[config.mk]
export PLATFORM = sky130hd
export DESIGN_NAME = quad_timer_multi
export DESIGN_NICKNAME = d
export VERILOG_FILES = /design/src/rtl/quad_timer_multi.sv
export SDC_FILE = /design/constraint.sdc
export NUM_CORES = 1
export LEC_CHECK = 0
export ABC_AREA = 1
export BUFFER_PORTS_ARGS = -buffer_cell sky130_fd_sc_hd__buf_4
export CORE_MARGIN = 5
export CORE_UTILIZATION = 57
export DETAILED_ROUTE_END_ITERATION = 7
export PLACE_DENSITY = 0.77
export SLEW_MARGIN = 15
export SYNTH_ARGS = -nofsm -noshare
export SYNTH_HDL_FRONTEND = slang
export SYNTH_SLANG_ARGS = --single-unit
[constraint.sdc]
create_clock -name i_clk -period 3.85 [get_ports i_clk]
set_input_delay 0.385 -clock i_clk [delete_from_list [all_inputs] [get_ports i_clk]]
set_output_delay 0.385 -clock i_clk [all_outputs]
set_load 0.005 [all_outputs]
[src/rtl/quad_timer_multi.sv]
// Multi-channel compare timer: one shared prescaled free-running counter, NUM_CH compare
// channels (one-shot or auto-advancing periodic), sticky pending flags, Wishbone slave.
module quad_timer_multi #(
   parameter int unsigned WIDTH   = 32,
   parameter int unsigned NUM_CH  = 4,
   parameter int unsigned PRESC_W = 8
) (
   input  logic        i_clk,
   input  logic        i_rst_n,
   input  logic [31:0] i_wb_addr,
   input  logic [31:0] i_wb_dat,
   input  logic        i_wb_we,
   input  logic        i_wb_cyc,
   output logic [31:0] o_wb_dat,
   output logic        o_wb_ack,
   output logic        o_irq
);

   logic [WIDTH-1:0]   time_q;
   logic [WIDTH-1:0]   time_inc;
   logic [PRESC_W-1:0] presc_q;
   logic [PRESC_W-1:0] pcnt_q;
   logic [WIDTH-1:0]   cmp_q  [NUM_CH];
   logic [WIDTH-1:0]   rel_q  [NUM_CH];
   logic [2:0]         ctrl_q [NUM_CH];
   logic [NUM_CH-1:0]  pend_q;
   logic [NUM_CH-1:0]  hit;
   logic [NUM_CH-1:0]  ie;
   logic [NUM_CH-1:0]  wr_cmp;
   logic [NUM_CH-1:0]  wr_ctrl;
   logic [NUM_CH-1:0]  wr_rel;
   logic [NUM_CH-1:0]  clr;
   logic               acc;
   logic               wr;
   logic               wr_time;
   logic               wr_stat;
   logic               wr_presc;
   logic               tick;
   logic [5:0]         widx;
   logic [WIDTH-1:0]   wd;
   logic [31:0]        rd;
   logic               unused_bits;

   assign unused_bits = ^{i_wb_addr[31:8], i_wb_addr[1:0], i_wb_dat};

   always_comb begin
      acc      = i_wb_cyc && !o_wb_ack;
      wr       = acc && i_wb_we;
      widx     = i_wb_addr[7:2];
      wd       = i_wb_dat[WIDTH-1:0];
      wr_time  = wr && (widx == 6'd0);
      wr_stat  = wr && (widx == 6'd1);
      wr_presc = wr && (widx == 6'd2);
      clr      = wr_stat ? i_wb_dat[NUM_CH-1:0] : '0;
      tick     = (pcnt_q == presc_q);
      time_inc = time_q + WIDTH'(1);
      wr_cmp   = '0;
      wr_ctrl  = '0;
      wr_rel   = '0;
      hit      = '0;
      ie       = '0;
      rd       = '0;
      case (widx)
         6'd0:    rd[WIDTH-1:0]   = time_q;
         6'd1:    rd[NUM_CH-1:0]  = pend_q;
         6'd2:    rd[PRESC_W-1:0] = presc_q;
         default: ;
      endcase
      for (int unsigned n = 0; n < NUM_CH; n++) begin
         wr_cmp[n]  = wr && (widx == 6'(4*n + 4));
         wr_ctrl[n] = wr && (widx == 6'(4*n + 5));
         wr_rel[n]  = wr && (widx == 6'(4*n + 6));
         ie[n]      = ctrl_q[n][2];
         // Compare against the incremented value so pending rises on the edge TIME becomes CMP.
         hit[n]     = tick && !wr_time && ctrl_q[n][0] && (time_inc == cmp_q[n]);
         if (widx == 6'(4*n + 4)) rd[WIDTH-1:0] = cmp_q[n];
         if (widx == 6'(4*n + 5)) rd[2:0]       = ctrl_q[n];
         if (widx == 6'(4*n + 6)) rd[WIDTH-1:0] = rel_q[n];
      end
   end

   always_ff @(posedge i_clk) begin
      if (!i_rst_n) begin
         time_q   <= '0;
         presc_q  <= '0;
         pcnt_q   <= '0;
         pend_q   <= '0;
         o_wb_ack <= 1'b0;
         o_wb_dat <= '0;
         o_irq    <= 1'b0;
         for (int unsigned n = 0; n < NUM_CH; n++) begin
            cmp_q[n]  <= '0;
            rel_q[n]  <= '0;
            ctrl_q[n] <= '0;
         end
      end else begin
         o_wb_ack <= acc;
         if (acc) o_wb_dat <= rd;

         if (wr_presc) begin
            presc_q <= i_wb_dat[PRESC_W-1:0];
            pcnt_q  <= '0;
         end else begin
            pcnt_q <= tick ? '0 : pcnt_q + PRESC_W'(1);
         end

         if (wr_time)   time_q <= wd;
         else if (tick) time_q <= time_inc;

         // A software write to CMP/CTRL on a match edge takes precedence over the auto-update.
         for (int unsigned n = 0; n < NUM_CH; n++) begin
            if (wr_cmp[n])                         cmp_q[n] <= wd;
            else if (hit[n] && ctrl_q[n][1])       cmp_q[n] <= cmp_q[n] + rel_q[n];
            if (wr_ctrl[n])                        ctrl_q[n] <= i_wb_dat[2:0];
            else if (hit[n] && !ctrl_q[n][1])      ctrl_q[n][0] <= 1'b0;
            if (wr_rel[n])                         rel_q[n] <= wd;
         end

         pend_q <= (pend_q & ~clr) | hit;
         o_irq  <= |(pend_q & ie);
      end
   end

endmodule

==> results of run 1 <==
-- synth_stat cells, types with 8 or more instances --
library cell | count | share of area (%)
nor2_1 | 394 | 5.9
ha_1 | 126 | 6.3
o22ai_1 | 43 | 1.1
nand4_1 | 85 | 2.1
o21a_1 | 14 | 0.42
a31oi_1 | 26 | 0.65
nor3_1 | 49 | 0.98
inv_1 | 401 | 6.0
o221ai_1 | 26 | 0.91
o21ai_0 | 232 | 4.6
a221oi_1 | 22 | 0.77
a21oi_1 | 251 | 5.0
dfxtp_1 | 86 | 6.9
nand3_1 | 103 | 2.1
o211ai_1 | 24 | 0.72
o2111ai_1 | 15 | 0.52
or2_2 | 15 | 0.37
edfxtp_1 | 268 | 32
nand2_2 | 8 | 0.20
nor4_1 | 16 | 0.40
xnor2_1 | 82 | 2.9
nand2_1 | 716 | 11
nand3b_1 | 8 | 0.24
xor2_1 | 107 | 3.7
clkbuf_1 | 88 | 1.3
-- worst max-delay path, delay by kind of cell, from the launching register on --
| family | cells | cell delay, ns |
|---|---|---|
| AND/OR/NAND/NOR | 11 | 2.13 |
| flip-flops | 1 | 0.44 |
| buffers and inverters | 3 | 0.43 |
| XOR/XNOR | 1 | 0.30 |
| AO/OA/AOI/OAI | 1 | 0.19 |
-- metal layers --
metal | GRT usage, % | routed length (µm)
met3 | 13.5 | 16300
met2 | 61.1 | 42500
met1 | 57.5 | 39000
met5 | 0 | 11
met4 | 15.9 | 4890
-- repair_timing --
action / CTS / global route
endpoints found under the setup margin: 0 / 114
hold buffers: 0 / 0
gates resized for setup: 0 / 28
-- flip-flops by register name (all words and copies together) (netlist names) --
name	flops
presc_q	8
time_q	32
pend_q	4
o_irq	1
ctrl_q	12
o_wb_dat	32
rel_q	128
o_wb_ack	1
pcnt_q	8
cmp_q	128
-- final timing paths --
path                             start                          to  slack (ns)  depth (start not counted)
min                       i_wb_dat[29]      cmp_q[3][29]$_DFFE_PP_        0.10                          3
max            time_q[21]$_SDFFE_PN0P_  ctrl_q[2][0]$_SDFFCE_PP0P_        0.05                         16
min reg2reg  o_wb_dat[25]$_SDFFE_PN0P_   o_wb_dat[25]$_SDFFE_PN0P_        0.47                          2
max reg2reg    time_q[21]$_SDFFE_PN0P_  ctrl_q[2][0]$_SDFFCE_PP0P_        0.05                         16
-- through the flow --
| step | instances | area [µm²] | util [%] | setup slack, ns | total power, W |
|---|---|---|---|---|---|
| global route | 4068 | 28700 | 66.3 | 0.00207 | 0.0103 |
| detailed placement | 3991 | 27100 | 62.7 | 0.131 | 0.00573 |
| finish | 4069 | 28700 | 66.3 | 0.0528 | 0.0100 |
| global placement | 3991 | 27100 | 62.7 | 0.159 | 0.00570 |
| floorplan | 3297 | 25100 | - | 0.0475 | 0.00522 |
| CTS | 4068 | 28600 | 66.1 | 0.121 | 0.00997 |
-- layout make-up --
class,count,share of cell area [%]
multi-input combinational,2431,47.0
timing repair buffer,209,5.83
antenna,1,0.00872
clock inverter,24,0.920
inverter,412,5.39
tap,585,2.55
clock buffer,53,4.24
sequential,354,34.1
-- power breakdown --
| group | switching [W] | internal (W) | total [W] |
|---|---|---|---|
| clock | 0.00173 | 0.00258 | 0.00430 |
| sequential | 0.000147 | 0.00423 | 0.00437 |
| combinational | 0.000918 | 0.000451 | 0.00137 |
| total | 0.00279 | 0.00725 | 0.0100 |
-- cell families (layout without fill, tap and decap cells) --
logic type	count (synthesis)	after routing
xor gates and xnor gates	191	191
AOI/OAI and AO/OA	693	693
adders and majority gates	130	130
DFF	354	354
and+or+nand+nor	1417	1417
other	0	1
buffers and inverters	512	698
==> summary.txt, run 1 <==
Floorplanning
  • Die span in x: 220 µm
  • # IOs: 102
  • Die ar.: 0.0483 mm²
  • Core Box Area: 0.0433 mm²
  • Row Count: 76
  • Starting density of the core: 57.9%
  • Die height: 220 µm

Yosys
  • Mux share of post-synthesis cell area: 0%
  • Mapped cell area: 0.0251 mm²
  • Asr flop ratio synth: 0%
  • Ys flop type: edfxtp_1
  • Post-Synth Adder-Cell Area: 6.61%
  • Compound-Gate Fraction of Synth Area: 15.9%
  • Post-synthesis simple-gate area fraction: 24.0%
  • Yosys warnings: 0
  • Sequential area share after synthesis: 39.0%
  • Post-synthesis xor/xnor area fraction: 6.78%
  • Avg Inst Size Synth: 7.60 µm²
  • EDFF count, synth: 268
  • Syn nets: 3495
  • Netlist cell types: 60
  • Post-synthesis cell count: 3297
  • Largest family of logic cells by synthesized area: simple AND/OR/NAND/NOR gates
  • Yosys reg bits: 354

Min path
  • Hold/Removal Path Class: input port to flop

Pwr
  • Worst vdd ir: 0.000317 V
  • Lkg Pwr: 12.4 nW
  • PD cells: 350 mW/mm²

Clocking
  • Clock network latency to the later pin of the worst-skew pair: 0.60 ns
  • Clock sinks: 354
  • TritonCTS Buffers: 42
  • CTS root buf: clkbuf_16
  • CTS H-tree lvls: 2
  • Clock-pin slew on the worst setup and hold paths: 0.06 ns
  • Post-CTS setup buffers: 0
  • CTS Buffer Depth: 3
  • CTS tree: built

Placed design
  • Routability Congestion: 1.09
  • PortBufs: 75
  • Post-DP HPWL: 80600 µm

Detailed routing
  • Detailed Route WL: 103000 µm
  • DRT iter0 DRCs: 4402
  • Via count: 26.0k
  • Drt drc: 0
  • First-pass iteration count of the detailed router: 8
  • Vias/cell: 6.40
  • Final ANT Viol Nets: 0
  • Wirelength per Cell: 25.3 µm

Setup path
  • Critical Path AT: 4.10 ns
  • CP max stage delay: 0.44 ns
  • Most frequent CP cell: nand2_1
  • CP Capture Type: flop
  • Worst endpoint required time: 4.15 ns
  • Crit path cell chain: inv_2 -> nor3_2 -> nand2_1 -> nor3_1 -> buf_4 -> or2_2 -> nand2_1 -> xnor2_1 -> nor4_1 -> nand4_1 -> nor2_1 -> nand3_1 -> nor2_4 -> buf_12 -> nand2_1 -> o21ai_0
  • Slowest CP cell: dfxtp_1
  • Startpoint Class: flop
  • Critical path class: flop to flop
  • Crit Path Max Fanout: 17

Finish
  • Fill count: 3743
  • Share of layout cells above drive strength 1: 10.1%
  • Multi-input logic area: 0.0135 mm²
  • Commonest non-fill, non-tap cell in the layout: nand2_1
  • Number of nets in the layout: 3648
  • Sequential cell area: 0.00977 mm²
  • Most frequent cells in the layout: nand2_1, inv_1, nor2_1, edfxtp_1, a21oi_1
  • Area Growth Syn to Fin: 14.5%

Global route
  • Vias in the first global route: 24.4k
  • Total track usage: 41.6%
  • Initial antenna violation count: 2
  • Largest net degree at the start of global routing: 48
  • Grt ovf: 0
  • First-pass GRT wire length: 150000 µm

Job
  • Max_cap viols: 0

Timing
  • # setup viols final: 0
  • Slew at the pin with the worst max-slew slack: 0.966 ns
  • Unrepaired setup endpoints after global routing: false
  • Fmax: 263 MHz
  • Final period util: 98.6%
  • Min Clock Period, post-route: 3.80 ns
  • Worst Hold Slack: 0.101 ns
  • Setup TNS Final: 0 ns
  • Relative slew slack: 35.6%
  • Worst Clk Skew: 0.0250 ns
  • Slew Viols, Final: 0
  • Hold Violations, Final: 0

Status
  • Status: finished, final reports clean
Note: power is estimated with default switching activity, not from simulation.
==> run 2, diff against run 1 <==
--- a/config.mk
+++ b/config.mk
@@ -6,7 +6,7 @@
 export NUM_CORES = 1
 export LEC_CHECK = 0
 export ABC_AREA = 1
-export BUFFER_PORTS_ARGS = -buffer_cell sky130_fd_sc_hd__buf_4
+export BUFFER_PORTS_ARGS = -buffer_cell sky130_fd_sc_hd__buf_2
 export CORE_MARGIN = 5
 export CORE_UTILIZATION = 57
 export DETAILED_ROUTE_END_ITERATION = 7
==> summary.txt, run 2 (same netlist as run 1, synthesis figures left out) <==
Floorplanning
  • Row Count: 76 (unchanged)
  • Die ar.: 0.0483 mm² (unchanged)
  • Die span in x: 220 µm (unchanged)
  • Core Box Area: 0.0433 mm² (unchanged)
  • # IOs: 102 (unchanged)
  • Starting density of the core: 57.9% (unchanged)
  • Die height: 220 µm (unchanged)

Detailed routing
  • DRT iter0 DRCs: 4487 (+1.9%)
  • Detailed Route WL: 102000 µm (-0.63%)
  • Drt drc: 0 (unchanged)
  • Via count: 26.0k (-0.015%)
  • Wirelength per Cell: 25.1 µm (-0.63%)
  • Final ANT Viol Nets: 0 (unchanged)
  • First-pass iteration count of the detailed router: 8 (unchanged)
  • Vias/cell: 6.40 (about the same)

Global route
  • Initial antenna violation count: 2 (unchanged)
  • Vias in the first global route: 24.6k (+0.56%)
  • Largest net degree at the start of global routing: 51 (+6.3%)
  • Grt ovf: 0 (unchanged)
  • Total track usage: 41.3% (-0.30 points)
  • First-pass GRT wire length: 149000 µm (-0.96%)

Timing
  • # setup viols final: 0 (unchanged)
  • Relative slew slack: 39.5% (+3.9 points)
  • Worst Clk Skew: 0.0405 ns (+0.0155 ns)
  • Final period util: 98.7% (about the same)
  • Slew at the pin with the worst max-slew slack: 0.885 ns (-0.0808 ns)
  • Hold Violations, Final: 0 (unchanged)
  • Slew Viols, Final: 0 (unchanged)
  • Min Clock Period, post-route: 3.80 ns (+0.00119 ns)
  • Final worst setup slack: 0.0516 ns (-0.00119 ns)
  • Fmax: 263 MHz (about the same)

Clocking
  • Clock network latency to the later pin of the worst-skew pair: 0.60 ns (about the same)
  • Clock-pin slew on the worst setup and hold paths: 0.06 ns (about the same)
  • Clock sinks: 354 (unchanged)
  • CTS tree: built
  • CTS root buf: clkbuf_16
  • CTS Buffer Depth: 3 (unchanged)
  • Hold_buf cts: 0 (unchanged)
  • TritonCTS Buffers: 41 (-2.4%)
  • CTS H-tree lvls: 2 (unchanged)

Pwr
  • Total Power: 0.00963 W (-4.1%)
  • Lkg Pwr: 12.3 nW (-0.63%)
  • PD cells: 340 mW/mm² (-3.0%)
  • Worst vdd ir: 0.000331 V (+4.4%)

Finish
  • Share of layout cells above drive strength 1: 10.0% (-0.032 points)
  • Number of nets in the layout: 3649 (+0.027%)
  • Finished Cell Area: 0.0284 mm² (-1.2%)
  • Final cell count without fillers: 4069 (unchanged)
  • Most frequent cells in the layout: nand2_1, inv_1, nor2_1, edfxtp_1, a21oi_1
  • Commonest non-fill, non-tap cell in the layout: nand2_1
  • Antenna Cells: 0 (-1)
  • Area Growth Syn to Fin: 13.1%
  • Multi-input logic area: 0.0135 mm² (about the same)
  • Sequential cell area: 0.00977 mm² (about the same)
  • Fill count: 3648 (-2.5%)
  • Largest regs: cmp_q x128, rel_q x128

Placed design
  • PortBufs: 75 (unchanged)
  • Area post-placement: 0.0269 mm² (-0.62%)
  • Placed Cells: 3992 (+0.025%)
  • Routability Congestion: 1.09 (+0.16%)
  • Pre-CTS setup slack: -0.0351 ns (-0.166 ns)
  • Post-DP HPWL: 80100 µm (-0.58%)

Job
  • Max_cap viols: 0 (unchanged)

Setup path
  • Critical path class: flop to flop
  • Startpoint Class: flop
  • Critical Path AT: 4.14 ns (+0.04 ns)
  • CP Capture Type: flop
  • Crit Path Max Fanout: 33 (+16)
  • Worst endpoint required time: 4.20 ns (+0.05 ns)

Status
  • Status: finished, final reports clean

Min path
  • Hold/Removal Path Class: input port to flop
-- run 2: worst max-delay path, stage by stage, from the launching register on --
cell and delay (ns):
dfxtp_1 0.35, ha_2 0.19, nand2_1 0.07, nor2_1 0.16, nand2_2 0.09, inv_1 0.11
nand3_1 0.11, inv_1 0.12, nand3_1 0.17, nor4_4 0.27, buf_4 0.17, or2_2 0.10
nand2_2 0.16, inv_1 0.14, nor2_1 0.05, nor3_1 0.20, nand4_1 0.15, buf_4 0.18
nor2_4 0.15, nand3_2 0.17, buf_8 0.25, nand3_1 0.08, o21ai_0 0.09
-- run 2: final cells by class --
type / count / area share (%)
repair buffers: 211 / 5.35
inverters: 412 / 5.47
well taps: 585 / 2.58
multi-input cells: 2431 / 47.5
clock inverters: 17 / 0.560
clock buffers: 59 / 4.04
flip-flops and latches: 354 / 34.5
-- run 2: worst paths after layout --
check                       startpoint                        end  slack [ns]  cells after the start
min reg2reg  o_wb_dat[10]$_SDFFE_PN0P_  o_wb_dat[10]$_SDFFE_PN0P_        0.46                      2
min                        i_wb_dat[0]     time_q[0]$_SDFFE_PN0P_        0.12                      3
max reg2reg     time_q[0]$_SDFFE_PN0P_  cmp_q[1][1]$_SDFFCE_PN0P_        0.05                     22
max             time_q[0]$_SDFFE_PN0P_  cmp_q[1][1]$_SDFFCE_PN0P_        0.05                     22
-- run 2: layer usage --
layer	GRT usage, %	wire length (µm)
met2	61.2	42500
met5	0	8
met3	13.6	15700
met1	56.5	39100
met4	15.8	4860
-- run 2: repair_timing --
action | CTS | global route
endpoints found under the setup margin | 11 | 146
buffers inserted | 0 | 1
resized for setup | 1 | 39
-- run 2: where the power goes --
group          internal (W)  switching [W]
Sequential          0.00423       0.000144
Combinational      0.000436       0.000909
Clock               0.00222        0.00170
-- run 2: stage by stage --
| stage | setup TNS (ns) | util, % | hold slack [ns] |
|---|---|---|---|
| CTS | 0 | 65.3 | 0.0971 |
| floorplan | 0 | - | 0.452 |
| global placement | 0 | 62.3 | 0.453 |
| finish | 0 | 65.5 | 0.116 |
| global route | -0.0183 | 65.5 | 0.124 |
| detailed placement | -0.147 | 62.3 | 0.455 |
